===== src/rtl/fir_out_capture.sv =====
// Hardware capture of one FIR output burst: buffers samples in a FWFT FIFO,
// tracks burst start/end and overflow, and serves them to a valid/ready reader.
module fir_out_capture #(
    parameter int DATA_INTE_WL = 4,
    parameter int DATA_FRAC_WL = 12,
    parameter int DEPTH        = 64,
    parameter int CNT_WL       = 16
) (
    input  logic                                   clk,
    input  logic                                   rst,
    input  logic                                   clear,
    input  logic                                   in_valid,
    input  logic signed [DATA_INTE_WL+DATA_FRAC_WL-1:0] data_in,
    output logic                                   rd_valid,
    input  logic                                   rd_ready,
    output logic signed [DATA_INTE_WL+DATA_FRAC_WL-1:0] rd_data,
    output logic                                   rd_last,
    output logic                                   burst_done,
    output logic                                   overflow,
    output logic [CNT_WL-1:0]                      sample_count
);

    localparam int DW = DATA_INTE_WL + DATA_FRAC_WL;
    localparam int AW = $clog2(DEPTH);

    localparam logic [AW-1:0]     PTR_ONE  = AW'(1);
    localparam logic [AW:0]       OCC_ONE  = (AW+1)'(1);
    localparam logic [AW:0]       OCC_FULL = (AW+1)'(DEPTH);
    localparam logic [CNT_WL-1:0] CNT_ONE  = CNT_WL'(1);
    localparam logic [CNT_WL-1:0] CNT_MAX  = '1;

    typedef enum logic [1:0] {
        IDLE    = 2'd0,
        CAPTURE = 2'd1,
        DONE    = 2'd2
    } state_e;

    state_e             state_q, state_d;
    logic [AW-1:0]      wr_ptr_q, wr_ptr_d;
    logic [AW-1:0]      rd_ptr_q, rd_ptr_d;
    logic [AW:0]        occ_q, occ_d;
    logic               overflow_q, overflow_d;
    logic [CNT_WL-1:0]  count_q, count_d;
    logic signed [DW-1:0] mem_q [DEPTH];

    logic full, empty, pop, wr_en, pop_en;

    assign full   = (occ_q == OCC_FULL);
    assign empty  = (occ_q == '0);
    assign pop    = rd_valid && rd_ready;
    // A full FIFO still accepts a write when the head leaves in the same cycle.
    assign wr_en  = in_valid && (state_q != DONE) && (!full || pop) && !clear;
    assign pop_en = pop && !clear;

    assign rd_valid     = !empty;
    assign rd_data      = rd_valid ? mem_q[rd_ptr_q] : '0;
    assign overflow     = overflow_q;
    assign sample_count = count_q;

    // ---------------- FSM: state register ----------------
    always_ff @(posedge clk or negedge rst) begin
        // NOTE: sequential state uses non-blocking assignment so every register
        // samples the pre-edge values regardless of process ordering.
        if (!rst) state_q <= IDLE;
        else      state_q <= state_d;
    end

    // ---------------- FSM: next state ----------------
    always_comb begin
        // NOTE: default assignment first so no path leaves state_d unassigned (no latch).
        state_d = state_q;
        if (clear) begin
            state_d = IDLE;
        end else begin
            unique case (state_q)
                IDLE:    if (in_valid) state_d = CAPTURE;
                CAPTURE: if (!in_valid) state_d = DONE;
                DONE:    if (empty || (pop && occ_q == OCC_ONE)) state_d = IDLE;
                default: state_d = IDLE;
            endcase
        end
    end

    // ---------------- FSM: outputs ----------------
    always_comb begin
        burst_done = (state_q == DONE);
        rd_last    = rd_valid && (state_q == DONE) && (occ_q == OCC_ONE);
    end

    // ---------------- FIFO pointers, occupancy, flags ----------------
    always_comb begin
        wr_ptr_d   = wr_ptr_q;
        rd_ptr_d   = rd_ptr_q;
        occ_d      = occ_q;
        overflow_d = overflow_q;
        count_d    = count_q;
        if (clear) begin
            wr_ptr_d   = '0;
            rd_ptr_d   = '0;
            occ_d      = '0;
            overflow_d = 1'b0;
            count_d    = '0;
        end else begin
            // DEPTH is a power of two, so pointers wrap by plain overflow.
            if (wr_en)  wr_ptr_d = wr_ptr_q + PTR_ONE;
            if (pop_en) rd_ptr_d = rd_ptr_q + PTR_ONE;
            unique case ({wr_en, pop_en})
                2'b10:   occ_d = occ_q + OCC_ONE;
                2'b01:   occ_d = occ_q - OCC_ONE;
                default: occ_d = occ_q;
            endcase
            if (in_valid && !wr_en) overflow_d = 1'b1;
            if (wr_en) begin
                if (state_q == IDLE)       count_d = CNT_ONE;
                else if (count_q != CNT_MAX) count_d = count_q + CNT_ONE;
            end
        end
    end

    always_ff @(posedge clk or negedge rst) begin
        if (!rst) begin
            wr_ptr_q   <= '0;
            rd_ptr_q   <= '0;
            occ_q      <= '0;
            overflow_q <= 1'b0;
            count_q    <= '0;
        end else begin
            wr_ptr_q   <= wr_ptr_d;
            rd_ptr_q   <= rd_ptr_d;
            occ_q      <= occ_d;
            overflow_q <= overflow_d;
            count_q    <= count_d;
        end
    end

    // NOTE: storage is deliberately not reset; empty pointers/occupancy make
    // stale contents unobservable, and rd_data is forced to 0 when empty.
    always_ff @(posedge clk) begin
        if (wr_en) mem_q[wr_ptr_q] <= data_in;
    end

endmodule


===== config.mk =====
export PLATFORM = sky130hd
export DESIGN_NAME = fir_out_capture
export DESIGN_NICKNAME = d
export VERILOG_FILES = /design/src/rtl/fir_out_capture.sv
export SDC_FILE = /design/constraint.sdc
export NUM_CORES = 1
export LEC_CHECK = 0
export BUFFER_PORTS_ARGS = -buffer_cell sky130_fd_sc_hd__buf_2
export CAP_MARGIN = 30
export CORE_MARGIN = 2
export CORE_UTILIZATION = 40
export CTS_BUF_LIST = sky130_fd_sc_hd__clkbuf_8 sky130_fd_sc_hd__clkbuf_16
export DETAILED_ROUTE_END_ITERATION = 7
export HOLD_SLACK_MARGIN = 0.08
export PLACE_DENSITY_LB_ADDON = 0.1
export SYNTH_ARGS = -nofsm -noshare
export SYNTH_HDL_FRONTEND = slang
export SYNTH_SLANG_ARGS = --single-unit

===== constraint.sdc =====
create_clock -name clk -period 3.11 [get_ports clk]
set_input_delay 0.4665 -clock clk [delete_from_list [all_inputs] [get_ports clk]]
set_output_delay 0.4665 -clock clk [all_outputs]
set_load 0.02 [all_outputs]

==> results of run 1 <==
through the flow:
stage | cells | area, um^2 | setup TNS (ns) | hold slack (ns) | setup slack, ns
finish | 3889 | 51800 | -6.97 | 0.138 | -0.522
global route | 3887 | 51800 | -8.41 | 0.111 | -0.610
CTS | 3872 | 51400 | -7.93 | 0.0966 | -0.569
detailed placement | 3624 | 46200 | -1.62 | 0.486 | -0.187
global placement | 3604 | 45900 | -2.15 | 0.472 | -0.204
floorplan | 1981 | 41500 | 0 | 0.171 | 0.303
area by class of cell:
cell class,instances,area [um^2],area share [%]
clock inverter,99,992,1.91
tap,1380,1730,3.33
timing repair buffer,419,4390,8.48
multi-input combinational,801,10100,19.5
sequential,1062,31700,61.2
inverter,12,45.0,0.0869
clock buffer,114,2850,5.51
antenna,2,5.00,0.00966
repair_timing:
item                       4_1_cts  5_1_grt
setup endpoints to repair       16       28
cloned                           6        2
hold buffers                     3        0
hold endpoints to repair        42        0
pin swaps                       39       30
resized for setup              187       56
buffers inserted                31       21
per-layer routing:
layer	part of all wire [%]	vias up	routed length (um)	global-route usage [%]
li1	-	9190	-	-
met1	43	11900	50700	30.9
met2	49	653	57300	36.2
met3	5.1	156	5970	3.43
met4	2.7	4	3160	5.99
met5	0.022	-	26	0
how the worst max path moves through the flow:
stage | from | to | slack (ns)
detailed placement | rd_ptr_q[0] | rd_data[12] | -0.19
global placement | rd_ptr_q[0] | rd_data[4] | -0.20
CTS | rd_ptr_q[0] | rd_data[9] | -0.57
global route | rd_ptr_q[0] | rd_data[12] | -0.61
floorplan | occ_q[0] | mem_q[61][0] | 0.30
finish | rd_ptr_q[0] | rd_data[12] | -0.52
cells in the final DEF, fill, tap and decap left out, types with 12 or more instances in the layout:
cell type,netlist,final
edfxtp_1,1024,1024
buf_4,7,246
o22ai_1,46,33
inv_1,11,33
clkbuf_16,0,116
nor2b_1,15,14
nand3_1,18,15
a21oi_1,21,16
mux4_2,244,244
nand4_1,12,12
nand2_1,43,36
a211oi_2,0,15
mux2_2,29,22
o21ai_0,25,17
clkinv_2,0,22
mux2i_1,62,49
nor2_1,99,66
buf_12,0,59
bufinv_16,0,20
dfrtp_1,38,35
buf_2,36,40
buf_8,0,20
clkinv_1,1,26
buf_16,0,13
nor2_2,0,33
buf_6,1,35
registers in the layout, indices dropped and copies added (netlist names):
name / flops
mem_q: 1024
occ_q: 7
overflow: 1
rd_ptr_q: 6
sample_count: 16
state_q: 2
wr_ptr_q: 6
report_power, final:
part / internal (uW) / total, uW / switching (uW) / leakage (uW)
logic: 4450 / 8600 / 4150 / 0.00509
clock network: 8290 / 13900 / 5590 / 0.00196
registers: 15800 / 15800 / 78.9 / 0.00972
total: 28500 / 38300 / 9820 / 0.0168
cells by family after synthesis:
logic type | count (synthesis)
XOR/XNOR | 9
buffers and inverters | 118
flip-flops | 1062
AO/OA/AOI/OAI | 202
AND/OR/NAND/NOR | 249
multiplexers | 335
adder cells (fa/ha/maj) | 6
worst max-delay path: stages (launching register included):
cell      delay, ns
dfrtp_4        0.51
buf_12         0.16
buf_16         0.14
buf_8          0.13
buf_6          0.11
mux4_2         0.32
mux2i_1        0.07
buf_4          0.16
a221oi_4       0.29
o21ai_1        0.13
buf_4          0.18
o31ai_4        0.10
buf_6          0.18
==> flow_metrics.tcl, run 1 <==
set metrics [dict create \
    holdPathEnd "mem_q[37][6]" \
    final.setup.worst_slack_ns -0.522 \
    finClkSkew_ns 0.0188 \
    post-route-util_pct 50.2 \
    slew_viol_final 0 \
    finalHoldViolations 0 \
    drive_gt1_share_pct 40.2 \
    p_leak_uw 0.0168 \
    synth.mux.area_fraction_pct 15.5 \
    grt_first_pass_wirelength_um 167000 \
    dieArea_um2 106000 \
    irDropWorstVdd_mv 0.450 \
    route.detailed.drc 0 \
    tritoncts "yes" \
    synth_fp_nets 2008 \
    r2r_setup_slack_ns 0.15 \
    vias_per_cell 5.64 \
    initial_core_util_pct 40.2 \
    ant_nets 0 \
    cap_violations 0 \
    grt_setup_unrepaired "yes" \
    core_area_um2 103000 \
    synth_top_cell_by_area "edfxtp_1" \
    grt_pass1_vias 22400 \
    wl_um 117000 \
    crit_arrival_ns 3.17 \
    drt_iter0_markers 2064 \
    run_status "finished with violations" \
    r2r_cells 10 \
    clkTransAtPathRegs_ns 0.06 \
    violations "negative setup slack" \
    cts_made_buffers 113 \
    grt_max_degree 65 \
    synth-seq-cells 1062 \
    cts_root_buf "clkbuf_16" \
    max-slew-margin-rel_pct 38.2 \
    synth_top_family_by_area "multiplexers" \
    syn_avg_cell_area_um2 20.9 \
    portBuffers 56 \
    fin_crit_ns 3.63 \
    synth_compound_area_share_pct 3.45 \
    syn_area_um2 41500 \
    yosysMostFrequentCell "edfxtp_1" \
    crit_path_end_kind "primary output" \
    required_ns 2.64 \
    synth-xor-area-share_pct 0.190 \
    grt_overflow 0 \
    clockBufferDepth 3 \
    ys_seq_area_share_pct 76.5 \
    synth-edff-count 1024 \
    yosysUniqueCellTypes 63 \
    worstSetupStartpointType "register" \
    clkLatencyLatePin_ns 0.69 \
    drtPass1Iterations 7 \
    synth_commonest_cells "edfxtp_1, mux4_2, nor2_1" \
    die_w_um 326 \
    synth_ff_type "edfxtp_1" \
    hp-class "input port to register" \
    dpl.hpwl_um 76000 \
    num_vias 21900 \
    yosys_warnings 0 \
    synth-async-reset-ratio_pct 3.58 \
    cp_max_fo 6 \
    post_drt_wl_per_cell_um 30.1 \
    area_growth_syn_to_layout_pct 25.0 \
    synthSimpleGateAreaFrac_pct 2.92 \
    finalWeightedCongestion 0.827 \
    syn_inst 1981 \
    critPathKind "register to primary output" \
    grt_use_total_pct 22.1 \
    min_period_over_period_pct 117 \
    fmax_ghz 0.275 \
    r2r_end "mem_q[13][1]" \
    cts.sinks 1062 \
    synth_top_cell_area_share_pct 74.2 \
    r2r-start "occ_q[1]" \
    rows 118 \
    n_fill_cell 8332 \
    synth_fa_ha_area_share_pct 0.181 \
    dieHeight_um 326 \
    antenna_found_initial 6 \
    fin_total_pwr_uw 38300 \
    worst_pin_slew_ns 0.926 \
    num_io_pins 57 \
    setup_violations 16 \
    power_density_nw_per_um2 739 \
    hold_path_depth 1 \
    synth_area_leaders "edfxtp_1, mux4_2, dfrtp_1, mux2i_1, nor2_1" \
    nets 2436 \
    htreeDepth 3 \
    min_from "data_in[6]" \
]
No activity file was read; power rests on OpenSTA's default activity.
==> run 2, diff against run 1 <==
--- a/config.mk
+++ b/config.mk
@@ -5,6 +5,7 @@
 export SDC_FILE = /design/constraint.sdc
 export NUM_CORES = 1
 export LEC_CHECK = 0
+export ABC_AREA = 1
 export BUFFER_PORTS_ARGS = -buffer_cell sky130_fd_sc_hd__buf_2
 export CAP_MARGIN = 30
 export CORE_MARGIN = 2
==> constraint.sdc (replaced) <==
create_clock -name clk -period 4.2 [get_ports clk]
set_input_delay 0.63 -clock clk [delete_from_list [all_inputs] [get_ports clk]]
set_output_delay 0.63 -clock clk [all_outputs]
set_load 0.02 [all_outputs]
==> run 2 against run 1 <==
  * Via count grew 32%
  * Synthesized cell count grew 93%
  * Sequential power shrank 25%
  * Utilization shrank 4.3 points
  * The run now ends clean
  * Largest power group unchanged
==> flow_metrics.tcl, run 2 <==
set metrics [dict create \
    fmax_ghz 0.241 \
    post_drt_wl_per_cell_um 23.7 \
    min_from "in_valid" \
    drt_iter0_markers 2830 \
    critical_path_buf_inv_count 3 \
    clkTransAtPathRegs_ns 0.06 \
    fin_total_pwr_uw 29200 \
    hold_path_depth 2 \
    largest_register_ff_count 1024 \
    route.detailed.drc 0 \
    synth_area_leaders "edfxtp_1, nand2_1, nand3_1, dfrtp_1, buf_2" \
    grt_setup_unrepaired "yes" \
    num_io_pins 57 \
    dp.cells 5211 \
    yosysUniqueCellTypes 37 \
    cp_slowest_cell "dfrtp_4" \
    r2r_cells 12 \
    synth-async-reset-ratio_pct 3.58 \
    crit_chain "inv_12 > buf_12 > nand2_1 > nand3_1 > nand3_1 > nand2_1 > nand2_1 > nand3_1 > nand3_1 > a21oi_1 > buf_2" \
    synth_top_cell_by_area "edfxtp_1" \
    grt_first_pass_wirelength_um 189000 \
    final_common_cell "nand2_1" \
    worstSetupStartpointType "register" \
    run_status "completed" \
    p_leak_uw 0.0182 \
    htreeDepth 3 \
    crit_arrival_ns 3.52 \
    regMostFlops "mem_q" \
    core_area_um2 109000 \
    grt_max_degree 93 \
    finClkSkew_ns 0.0243 \
    dpl.hpwl_um 73800 \
    critPathKind "register to primary output" \
    crit_path_end_kind "primary output" \
    grt_overflow 0 \
    synth-edff-count 1024 \
    cts.sinks 1062 \
    clockBufferDepth 3 \
    post-route-util_pct 45.9 \
    finalWeightedCongestion 0.821 \
    yosysMostFrequentCell "nand2_1" \
    max-slew-margin-rel_pct 32.9 \
    final_cells 5424 \
    grt_pass1_vias 27300 \
    drive_gt1_share_pct 10.6 \
    portBuffers 56 \
    fin_setup_tns_ns 0 \
    wl_um 129000 \
    synth_top_cell_area_share_pct 69.9 \
    n_fill_cell 9990 \
    nets 3945 \
    r2r_setup_slack_ns 1.04 \
    tritoncts "yes" \
    cpMostUsedCell "nand3_1" \
    num_vias 28900 \
    synth_fp_nets 3842 \
    antenna_found_initial 3 \
    synth_commonest_cells "nand2_1, edfxtp_1, nand3_1" \
    synth-seq-cells 1062 \
    grt_use_total_pct 22.8 \
    r2r_end "mem_q[18][9]" \
    vias_per_cell 5.33 \
    syn_inst 3815 \
    finalHoldViolations 0 \
    yosys_warnings 0 \
    slew_viol_final 0 \
    syn_avg_cell_area_um2 11.5 \
    min_period_over_period_pct 98.9 \
    holdPathEnd "state_q[1]" \
    cts_root_buf "clkbuf_16" \
    die_w_um 336 \
    ys_seq_area_share_pct 72.1 \
    irDropWorstVdd_mv 0.357 \
    fin_crit_ns 4.15 \
    setup_violations 0 \
    dieArea_um2 113000 \
    r2r-start "occ_q[0]" \
    ant_nets 0 \
    cts_made_buffers 111 \
    required_ns 3.57 \
    area_growth_syn_to_layout_pct 13.8 \
    power_density_nw_per_um2 584 \
    drtPass1Iterations 5 \
    cap_violations 0 \
    synth_ff_type "edfxtp_1" \
    path_delay_family "simple AND/OR/NAND/NOR gates" \
    rows 121 \
    final_cell_mix "nand2_1, edfxtp_1, nand3_1, buf_4, clkbuf_16" \
    dieHeight_um 336 \
    hp-class "input port to register" \
    initial_core_util_pct 40.4 \
    cpPeakStageDelay_ns 0.61 \
    clkLatencyLatePin_ns 0.70 \
    syn_area_um2 44000 \
    cp_max_fo 43 \
    worst_pin_slew_ns 1.01 \
]
-- run 2: changes by cell type in the layout (fill, tap and decap cells not counted), moves of 26 or more --
cell | before | now
inv_1 | 33 | 62
buf_4 | 246 | 133
buf_6 | 35 | 1
o22ai_1 | 33 | 3
nand3_1 | 15 | 901
nand2_1 | 36 | 1353
mux4_2 | 244 | 0
mux2i_1 | 49 | 0
buf_12 | 59 | 33
-- run 2: how the worst max path moves through the flow --
stage | startpoint | to | slack (ns) | depth (start not counted)
after floorplan | occ_q[0] | mem_q[63][0] | 1.38 | 12
after global placement | rd_ptr_q[0] | rd_data[3] | 0.59 | 12
after detailed placement | rd_ptr_q[0] | rd_data[11] | 0.60 | 11
after CTS | rd_ptr_q[0] | rd_data[3] | -0.01 | 12
after global routing | rd_ptr_q[0] | rd_data[3] | -0.04 | 12
final | rd_ptr_q[0] | rd_data[0] | 0.05 | 11
-- run 2: kinds of logic after synthesis --
| kind of cell | after synthesis | synth area share (%) |
|---|---|---|
| XOR/XNOR | 14 | 0.279 |
| flip-flops | 1062 | 72.1 |
| AND/OR/NAND/NOR | 2392 | 23.6 |
| AO/OA/AOI/OAI | 61 | 0.725 |
| buffers and inverters | 280 | 3.19 |
| adder cells (fa/ha/maj) | 6 | 0.171 |
-- run 2: area by class of cell --
cell class / instances / area, um^2 / area share (%)
inverter: 46 / 209 / 0.417
clock buffer: 114 / 2820 / 5.63
clock inverter: 89 / 648 / 1.29
timing repair buffer: 224 / 1960 / 3.92
antenna: 2 / 5.00 / 0.0100
multi-input combinational: 2473 / 10900 / 21.8
sequential: 1062 / 31700 / 63.4
tap: 1414 / 1770 / 3.53
-- run 2: power by group --
| part | total [uW] | internal [uW] | leakage [uW] | switching, uW |
|---|---|---|---|---|
| clock | 9420 | 5320 | 0.00179 | 4100 |
| combinational | 8000 | 2290 | 0.00666 | 5720 |
| sequential | 11800 | 11700 | 0.00972 | 134 |
-- run 2: worst register-to-register path: stages (launching register included) --
cell     delay [ns]
dfrtp_1        0.49
inv_1          0.08
ha_1           0.23
inv_1          0.11
nor2_4         0.06
nand2_2        0.07
nor2_2         0.05
nand2_2        0.06
nand2_2        0.11
nor2_8         0.30
nand4_4        0.31
nor2_1         0.66
buf_4          0.35
-- run 2: per-stage QoR --
step / hold WS (ns) / setup slack (ns) / area, um^2
2_1_floorplan: 0.334 / 1.38 / 44000
3_3_place_gp: 0.483 / 0.588 / 46400
3_5_place_dp: 0.473 / 0.603 / 46500
4_1_cts: 0.0867 / -0.0119 / 49900
5_1_grt: 0.125 / -0.0449 / 50100
6_report: 0.135 / 0.0455 / 50100
-- run 2: timing repair --
item,in CTS,in global routing
endpoints found under the hold margin,13,0
endpoints found under the setup margin,5,11
resized for setup,4,4
hold buffers,1,0
buffers inserted,0,4
-- run 2: layer usage --
| layer | wire length, um | part of all wire, % | track usage [%] | up-vias |
|---|---|---|---|---|
| li1 | - | - | - | 13600 |
| met1 | 59900 | 47 | 33.7 | 14400 |
| met2 | 59400 | 46 | 35.7 | 787 |
| met3 | 6900 | 5.4 | 2.97 | 141 |
| met4 | 2390 | 1.9 | 5.63 | 0 |
| met5 | 0 | 0 | 0 | - |
